`src/rtl/spi_master_ctrl.sv`:
```
// SPI mode-0 master behind a 4-register bus slave; one-cycle write/read acks, each held CE yields one access.
// Transfer: CLK_DIV setup + DATA_W SCLK periods + CLK_DIV hold; START/TXDATA writes during a transfer set OVR.
module spi_master_ctrl #(
  parameter int CLK_DIV = 4,
  parameter int DATA_W  = 8
) (
  input  logic         ACLK,
  input  logic         ARESET,
  input  logic [31:0]  bus2ip_data,
  input  logic [3:0]   bus2ip_wrce,
  input  logic [3:0]   bus2ip_rdce,
  output logic [127:0] ip2bus_data,
  output logic         ip2bus_wrack,
  output logic         ip2bus_rdack,
  output logic         SCLK,
  output logic         MOSI,
  input  logic         MISO,
  output logic [3:0]   SS_n
);

  typedef enum logic [1:0] {IDLE, SETUP, SHIFT, HOLD} state_t;

  localparam logic [7:0] DIV_M1   = 8'(CLK_DIV - 1);
  localparam logic [4:0] LAST_BIT = 5'(DATA_W - 1);

  state_t              state_q, state_d;
  logic [7:0]          cnt_q, cnt_d;
  logic [4:0]          bit_q, bit_d;
  logic                phase_q, phase_d;
  logic                samp_q, samp_d;
  logic [DATA_W-1:0]   shreg_q, shreg_d;
  logic [DATA_W-1:0]   tx_q, tx_d;
  logic [DATA_W-1:0]   rx_q, rx_d;
  logic [3:0]          ssel_q, ssel_d;
  logic                done_q, done_d;
  logic                ovr_q, ovr_d;
  logic                wrack_q, wrack_d;
  logic                rdack_q, rdack_d;
  logic                wr_hold_q, wr_hold_d;
  logic                rd_hold_q, rd_hold_d;
  logic [1:0]          rd_idx_q, rd_idx_d;

  logic                busy, wr_commit, rd_commit, start_go, set_ovr, set_done, clr_flags;
  logic [1:0]          wr_idx;
  logic                unused_bits;

  function automatic logic [1:0] low_idx(input logic [3:0] v);
    if (v[0])      return 2'd0;
    else if (v[1]) return 2'd1;
    else if (v[2]) return 2'd2;
    else           return 2'd3;
  endfunction

  assign unused_bits = ^bus2ip_data;
  assign busy        = (state_q != IDLE);
  assign wr_idx      = low_idx(bus2ip_wrce);

  always_comb begin
    state_d   = state_q;
    cnt_d     = cnt_q;
    bit_d     = bit_q;
    phase_d   = phase_q;
    samp_d    = samp_q;
    shreg_d   = shreg_q;
    tx_d      = tx_q;
    rx_d      = rx_q;
    ssel_d    = ssel_q;
    start_go  = 1'b0;
    set_ovr   = 1'b0;
    set_done  = 1'b0;
    clr_flags = 1'b0;

    // The hold flag blocks re-commits while the bridge keeps CE asserted after the ack.
    wr_commit = (|bus2ip_wrce) && !wrack_q && !wr_hold_q;
    rd_commit = (|bus2ip_rdce) && !rdack_q && !rd_hold_q;
    wrack_d   = wr_commit;
    rdack_d   = rd_commit;
    wr_hold_d = (wr_hold_q | wr_commit) & (|bus2ip_wrce);
    rd_hold_d = (rd_hold_q | rd_commit) & (|bus2ip_rdce);
    rd_idx_d  = rd_commit ? low_idx(bus2ip_rdce) : rd_idx_q;

    if (rdack_q && rd_idx_q == 2'd3) clr_flags = 1'b1;

    if (wr_commit) begin
      case (wr_idx)
        2'd0: begin
          if (busy) begin
            set_ovr = bus2ip_data[0];
          end else begin
            ssel_d   = bus2ip_data[7:4];
            start_go = bus2ip_data[0];
          end
        end
        2'd2: begin
          if (busy) set_ovr = 1'b1;
          else      tx_d    = bus2ip_data[DATA_W-1:0];
        end
        default: ;
      endcase
    end

    if (start_go) begin
      clr_flags = 1'b1;
      state_d   = SETUP;
      cnt_d     = 8'd0;
      shreg_d   = tx_q;
    end

    case (state_q)
      SETUP: begin
        if (cnt_q == DIV_M1) begin
          state_d = SHIFT;
          cnt_d   = 8'd0;
          phase_d = 1'b0;
          bit_d   = 5'd0;
        end else begin
          cnt_d = cnt_q + 8'd1;
        end
      end
      SHIFT: begin
        if (cnt_q == DIV_M1) begin
          cnt_d = 8'd0;
          if (!phase_q) begin
            phase_d = 1'b1;
            samp_d  = MISO;
          end else begin
            // Falling edge: shift the captured bit in and expose the next MOSI bit.
            phase_d = 1'b0;
            shreg_d = (shreg_q << 1) | DATA_W'(samp_q);
            if (bit_q == LAST_BIT) state_d = HOLD;
            else                   bit_d   = bit_q + 5'd1;
          end
        end else begin
          cnt_d = cnt_q + 8'd1;
        end
      end
      HOLD: begin
        if (cnt_q == DIV_M1) begin
          state_d  = IDLE;
          cnt_d    = 8'd0;
          rx_d     = shreg_q;
          set_done = 1'b1;
        end else begin
          cnt_d = cnt_q + 8'd1;
        end
      end
      default: ;
    endcase

    done_d = set_done | (done_q & ~clr_flags);
    ovr_d  = set_ovr  | (ovr_q  & ~clr_flags);
  end

  always_ff @(posedge ACLK) begin
    if (ARESET) begin
      state_q   <= IDLE;
      cnt_q     <= '0;
      bit_q     <= '0;
      phase_q   <= 1'b0;
      samp_q    <= 1'b0;
      shreg_q   <= '0;
      tx_q      <= '0;
      rx_q      <= '0;
      ssel_q    <= '0;
      done_q    <= 1'b0;
      ovr_q     <= 1'b0;
      wrack_q   <= 1'b0;
      rdack_q   <= 1'b0;
      wr_hold_q <= 1'b0;
      rd_hold_q <= 1'b0;
      rd_idx_q  <= '0;
    end else begin
      state_q   <= state_d;
      cnt_q     <= cnt_d;
      bit_q     <= bit_d;
      phase_q   <= phase_d;
      samp_q    <= samp_d;
      shreg_q   <= shreg_d;
      tx_q      <= tx_d;
      rx_q      <= rx_d;
      ssel_q    <= ssel_d;
      done_q    <= done_d;
      ovr_q     <= ovr_d;
      wrack_q   <= wrack_d;
      rdack_q   <= rdack_d;
      wr_hold_q <= wr_hold_d;
      rd_hold_q <= rd_hold_d;
      rd_idx_q  <= rd_idx_d;
    end
  end

  assign ip2bus_wrack = wrack_q;
  assign ip2bus_rdack = rdack_q;
  assign SCLK         = (state_q == SHIFT) && phase_q;
  assign MOSI         = ((state_q == SETUP) || (state_q == SHIFT)) ? shreg_q[DATA_W-1] : 1'b0;
  assign SS_n         = busy ? ~ssel_q : 4'hF;

  assign ip2bus_data[31:0]   = {24'd0, ssel_q, 4'd0};
  assign ip2bus_data[63:32]  = {29'd0, ovr_q, done_q, busy};
  assign ip2bus_data[95:64]  = 32'(tx_q);
  assign ip2bus_data[127:96] = 32'(rx_q);

endmodule
```
`config.mk`:
```
export PLATFORM = sky130hd
export DESIGN_NAME = spi_master_ctrl
export DESIGN_NICKNAME = d
export VERILOG_FILES = /design/src/rtl/spi_master_ctrl.sv
export SDC_FILE = /design/constraint.sdc
export NUM_CORES = 1
export LEC_CHECK = 0
export CORE_ASPECT_RATIO = 2
export CORE_MARGIN = 5
export CORE_UTILIZATION = 39
export CTS_CLUSTER_DIAMETER = 50
export DETAILED_ROUTE_END_ITERATION = 10
export HOLD_SLACK_MARGIN = 0.15
export PLACE_DENSITY_LB_ADDON = 0.15
export SYNTH_ARGS = -nofsm -noshare
export SYNTH_HDL_FRONTEND = slang
export SYNTH_SLANG_ARGS = --single-unit
```
`constraint.sdc`:
```
create_clock -name ACLK -period 2.2 [get_ports ACLK]
set_clock_uncertainty 0.05 [all_clocks]
set_input_delay 0.44 -clock ACLK [delete_from_list [all_inputs] [get_ports ACLK]]
set_output_delay 0.44 -clock ACLK [all_outputs]
set_load 0.02 [all_outputs]
```
==> impl_metrics.toml <==
[critical_path]
criticalPathCategory = "flop to flop"
end_kind = "flop"
cp-start-kind = "flop"
worstPathArrival_ns = 2.20
cp_max_fo = 11
cpMaxStageDelayCell = "dfxtp_1"
worstPathRequired_ns = 2.37
cp_cell_sequence = "ha_1 -> nor4b_4 -> nand3_1 -> buf_4 -> or3_1 -> a21oi_1"
cpPeakStageDelay_ns = 0.42

[clock_network]
numCtsBuffers = 5
clk_path_buf_depth = 2
cts_sinks = 53
cts_htree_levels = 2
cts_tree = "done"
root_buffer = "clkbuf_16"
cts_hold_buf = 0
cts_setup_buffers = 0
path_clk_slew_ns = 0.06
clock_latency_ns = 0.29

[route]
routed_via_density = 4.64
drtIter0Drc = 123
firstDrtPassIters = 4
wl_per_cell_um = 13.6
routed_wl_um = 7120
post-route-drc-count = 0
ant_nets = 0
vias = 2429

[timing]
worstMarginPinSlew_ns = 0.556
finalSetupViolCount = 0
fin_crit_sh_pct = 92.0
slew_viol_final = 0
rsz0062_at_grt = "false"
hold_viol = 0
clock.fmax_mhz = 494
slew_headroom_pct = 62.4
period_needed_ns = 2.03
finalSetupTns_ns = 0

[floorplanning]
die_h_um = 138
die_w_um = 74.1
core-area_mm2 = 0.00800
pin_count = 179
rows = 46
die_area_mm2 = 0.0102
start_util_pct = 40.1

[grt]
grt_pass1_wl_um = 11300
grt_start_max_net_pins = 21
grt_pass1_vias = 2354
grt-ovfl-total = 0
antenna_found_initial = 0
track_usage_pct = 13.7

[placement]
numPortBuffers = 49
dp_hpwl_um = 5590
gp_congestion = 0.823

[final_layout]
final_common_cell = "conb_1"
utilization_pct = 44.6
antenna_cells = 0
final_cell_mix = "conb_1, dfxtp_1, clkdlybuf4s50_1, nor2_1, mux2i_1"
fillers = 841
syn_to_final_growth_pct = 11.4
layout-drive-gt1-share_pct = 7.48
layout.nets = 479

[yosys]
synthCells = 376
ys_seq_area_share_pct = 33.1
synth_warnings = 0
synth_async_sr_flop_share_pct = 0
synth_edf_count = 0
ys_seq_elements = 53
synth-main-ff-cell = "dfxtp_1"
synth_area_mm2 = 0.00321
synth_area_per_cell_um2 = 8.53
synth_cell_types = 51

[run_status]
status = "complete, no violations"

[power]
powerDensity_mw_per_mm2 = 589
vdd_drop_max_uv = 555
cellLeakagePower_nw = 1.63

[worst_hold_path]
min_path_type = "flop to flop"

[job]
maxCapViolations = 0
## sequential cells by signal, summed over array words and instances, names as in the netlist
| name | flops |
|---|---|
| tx_q | 8 |
| samp_q | 1 |
| rd_hold_q | 1 |
| rx_q | 8 |
| wr_hold_q | 1 |
| ssel_q | 4 |
| done_q | 1 |
| rd_idx_q | 2 |
| ip2bus_rdack | 1 |
| ip2bus_wrack | 1 |
| cnt_q | 8 |
| shreg_q | 8 |
| phase_q | 1 |
| ovr_q | 1 |
| bit_q | 5 |
| state_q | 2 |
## cell usage after synthesis (all sizes together), types with 2 or more instances
library cell  count  share of area (%)
buf             113                 26
dfxtp            53                 33
nor2             40                4.7
mux2i            22                6.9
nand2            20                2.4
a21oi            18                2.8
nand3            16                2.5
clkbuf           10                1.2
o21ai             9                1.4
a311oi            8                2.2
inv               8               0.94
ha                7                2.7
nand4             4               0.78
or3               4               0.78
a2bb2oi           3               0.82
a31oi             3               0.59
nand3b            3               0.70
and2              2               0.39
and3              2               0.39
nor3              2               0.47
nor4              2               0.39
o31ai             2               0.47
or3b              2               0.55
## metal layers
layer	vias to the layer above	share of wire [%]	wire length, µm	track usage, %
li1	1178	-	-	-
met1	1125	34	2390	13.3
met2	116	55	3900	26.1
met3	10	9.4	672	3.41
met4	0	2.2	155	5.06
met5	-	0	0	0
## path summary, 6_finish.rpt
path / start / slack (ns) / endpoint / cells after the start
setup / recovery: cnt_q[0] / 0.17 / bit_q[0] / 6
hold / removal: rd_idx_q[0] / 0.41 / rd_idx_q[0] / 2
setup reg to reg: cnt_q[0] / 0.17 / bit_q[0] / 6
hold reg to reg: rd_idx_q[0] / 0.41 / rd_idx_q[0] / 2
## timing repair
action / CTS / global route
gates resized for setup: 6 / 2
pin swaps: 0 / 0
endpoints found under the setup margin: 6 / 3
## where the power goes
part | internal (mW) | leakage [nW] | switching (mW)
Clock | 0.407 | 0.0655 | 0.331
Combinational | 0.0972 | 1.13 | 0.270
Sequential | 0.980 | 0.429 | 0.0175
## worst max-delay path: cells and delay by family (launching register included)
kind                       cells  cell delay, ns
adders and majority gates      1            0.26
and+or+nand+nor                3            0.86
buffers and inverters          1            0.22
AOI/OAI and AO/OA              1            0.14
DFF                            1            0.42
## kinds of logic (layout without fill, tap and decap cells)
family / Yosys count / in the layout / synth area share (%)
other: 1 / 105 / 0.117
adder cells (fa/ha/maj): 7 / 7 / 2.73
AND/OR/NAND/NOR: 106 / 106 / 17.0
AO/OA/AOI/OAI: 54 / 54 / 11.3
multiplexers: 23 / 23 / 7.22
flip-flops: 53 / 53 / 33.1
buffers and inverters: 131 / 79 / 28.3
XOR/XNOR: 1 / 1 / 0.273
## per-stage QoR
step	power (mW)	instances	setup slack, ns	hold slack [ns]	cell area (µm²)
final	2.10	524	0.175	0.405	3570
after global routing	2.20	524	0.000209	0.416	3570
after CTS	2.13	524	0.00902	0.408	3570
after detailed placement	1.38	518	0.113	0.399	3440
after global placement	1.38	518	0.122	0.381	3440
after floorplan	1.43	480	0.285	0.368	3600
## layout make-up
| cell class | count | area, µm² | area share, % |
|---|---|---|---|
| Clock inverter | 1 | 5.00 | 0.140 |
| Clock buffer | 5 | 125 | 3.51 |
| Sequential cell | 53 | 1060 | 29.7 |
| Tap cell | 96 | 120 | 3.36 |
| Timing Repair Buffer | 65 | 601 | 16.8 |
| Multi-Input combinational cell | 296 | 1630 | 45.6 |
| Inverter | 8 | 30.0 | 0.841 |
No activity file was read; power rests on OpenSTA's default activity.
==> RTL change (same flow settings) <==
Set the parameter `DATA_W` to 9 (it was 8).
--- a/src/rtl/spi_master_ctrl.sv
+++ b/src/rtl/spi_master_ctrl.sv
@@ -3,5 +3,5 @@
 module spi_master_ctrl #(
   parameter int CLK_DIV = 4,
-  parameter int DATA_W  = 8
+  parameter int DATA_W  = 9
 ) (
   input  logic         ACLK,
Formal check against the unedited RTL: not equivalent (Yosys sat finds a counterexample within 4 cycles, from zero or initial values and one cycle with ARESET high).
==> RTL change against the unedited design <==
Sequential cell count rose by 3. Setup slack improved by 0.0091 ns. Design area rose by 5.9%. Synthesized area rose by 4.5%. Power rose by 5.6%. Global-route usage rose by 0.82 points. Wire length rose by 5.6%.
==> RTL change: results (changes against the unedited design) <==
| Metric | Value |
|---|---|
| Status | completed |
| Top post-synthesis cells by count | buf_4 (106), dfxtp_1 (56), nand2_1 (41) |
| Comb power | 383 µW (+4%) |
| Largest net degree at the start of global routing | 35 (+67%) |
| Vias | 2593 (+6.8%) |
| First-pass GRT wire length | 12.1 mm (+7.2%) |
| Initial DRT Pass Iterations | 4 (unchanged) |
| Wire length on met3 | 620 µm (-7.7%) |
| Final net count | 509 (+6.3%) |
| Port Buffers | 52 (+6.1%) |
| Leakage | 0.00166 µW (+1.6%) |
| Gr usage total | 14.5% (+0.82 points) |
| WL final | 7.52 mm (+5.6%) |
| Routability cong. | 0.779 (-5.3%) |
| Synth Area in Adders | 2.99% (+0.26 points) |
| Met3 usage | 3.35% (-0.056 points) |
| Met2 WL | 4.11 mm (+5.4%) |
| Met1 usage | 15.2% (+1.9 points) |
| Initial drt markers | 65 (-47%) |
| Yosys cell types | 52 (+2.0%) |
| Synth Area in Compound Gates | 12.7% (+1.5 points) |
| Worst hold stages | 1 (-1) |
| Hold Startpoint | rd_hold_q |
| Post-Synth XOR/XNOR Area | 0.784% (+0.51 points) |
| Slowest CP cell | or4_1 |
| Max VDD drop | 0.436 mV (-21%) |
| Wl on met1 | 2.61 mm (+9.3%) |
| Slew @ Worst Pin | 0.502 ns (-0.0545 ns) |
| Vias in the first global route | 2510 (+6.6%) |
| Area contributors post-synth | dfxtp_1 (33%), buf_4 (24%), nand2_1 (4.6%), nor2_1 (4.3%), mux2i_1 (4.2%) |
| Layout cells sized above 1 | 7.64% (+0.17 points) |
| Sw Ratio | 29.8% (+0.32 points) |
| Sequential share of the synthesized area | 33.5% (+0.37 points) |
| Largest stage delay, worst path | 0.50 ns (+0.08 ns) |
| Worst Setup EP | bit_q[2] |
| Crit path max fanout | 7 (-4) |
| Sequential logic power | 1050 µW (+5%) |
==> RTL change: cell types whose count changed in the layout (fill, tap and decap cells not counted), sizes merged, moves of 4 or more <==
cell and delta:
mux2i -8, o21ai -7, a22o +4, nand2 +22, a21o +4, a21oi +5
==> RTL change: metrics by stage <==
step	area [µm²]	setup WS (ns)	cells	hold slack, ns	power, µW
detailed placement	3650	0.00133	551	0.392	1460
floorplan	3730	0.286	505	0.368	1480
CTS	3780	0.155	558	0.404	2240
global placement	3650	0.0513	551	0.385	1450
finish	3780	0.184	558	0.400	2220
global route	3780	0.0556	558	0.432	2320
==> RTL change: layout make-up <==
type | count | area (µm²)
Sequential cell | 56 | 1120
Clock buffer | 5 | 125
Inverter | 8 | 30.0
Tap cell | 100 | 125
Timing Repair Buffer | 70 | 654
Multi-Input combinational cell | 317 | 1710
Fill cell | 899 | 4750
Clock inverter | 2 | 12.5
==> RTL change: timing repair <==
item | 4_1_cts | 5_1_grt
resized for setup | 8 | 0
endpoints found under the setup margin | 7 | 0
buffers inserted | 0 | 0
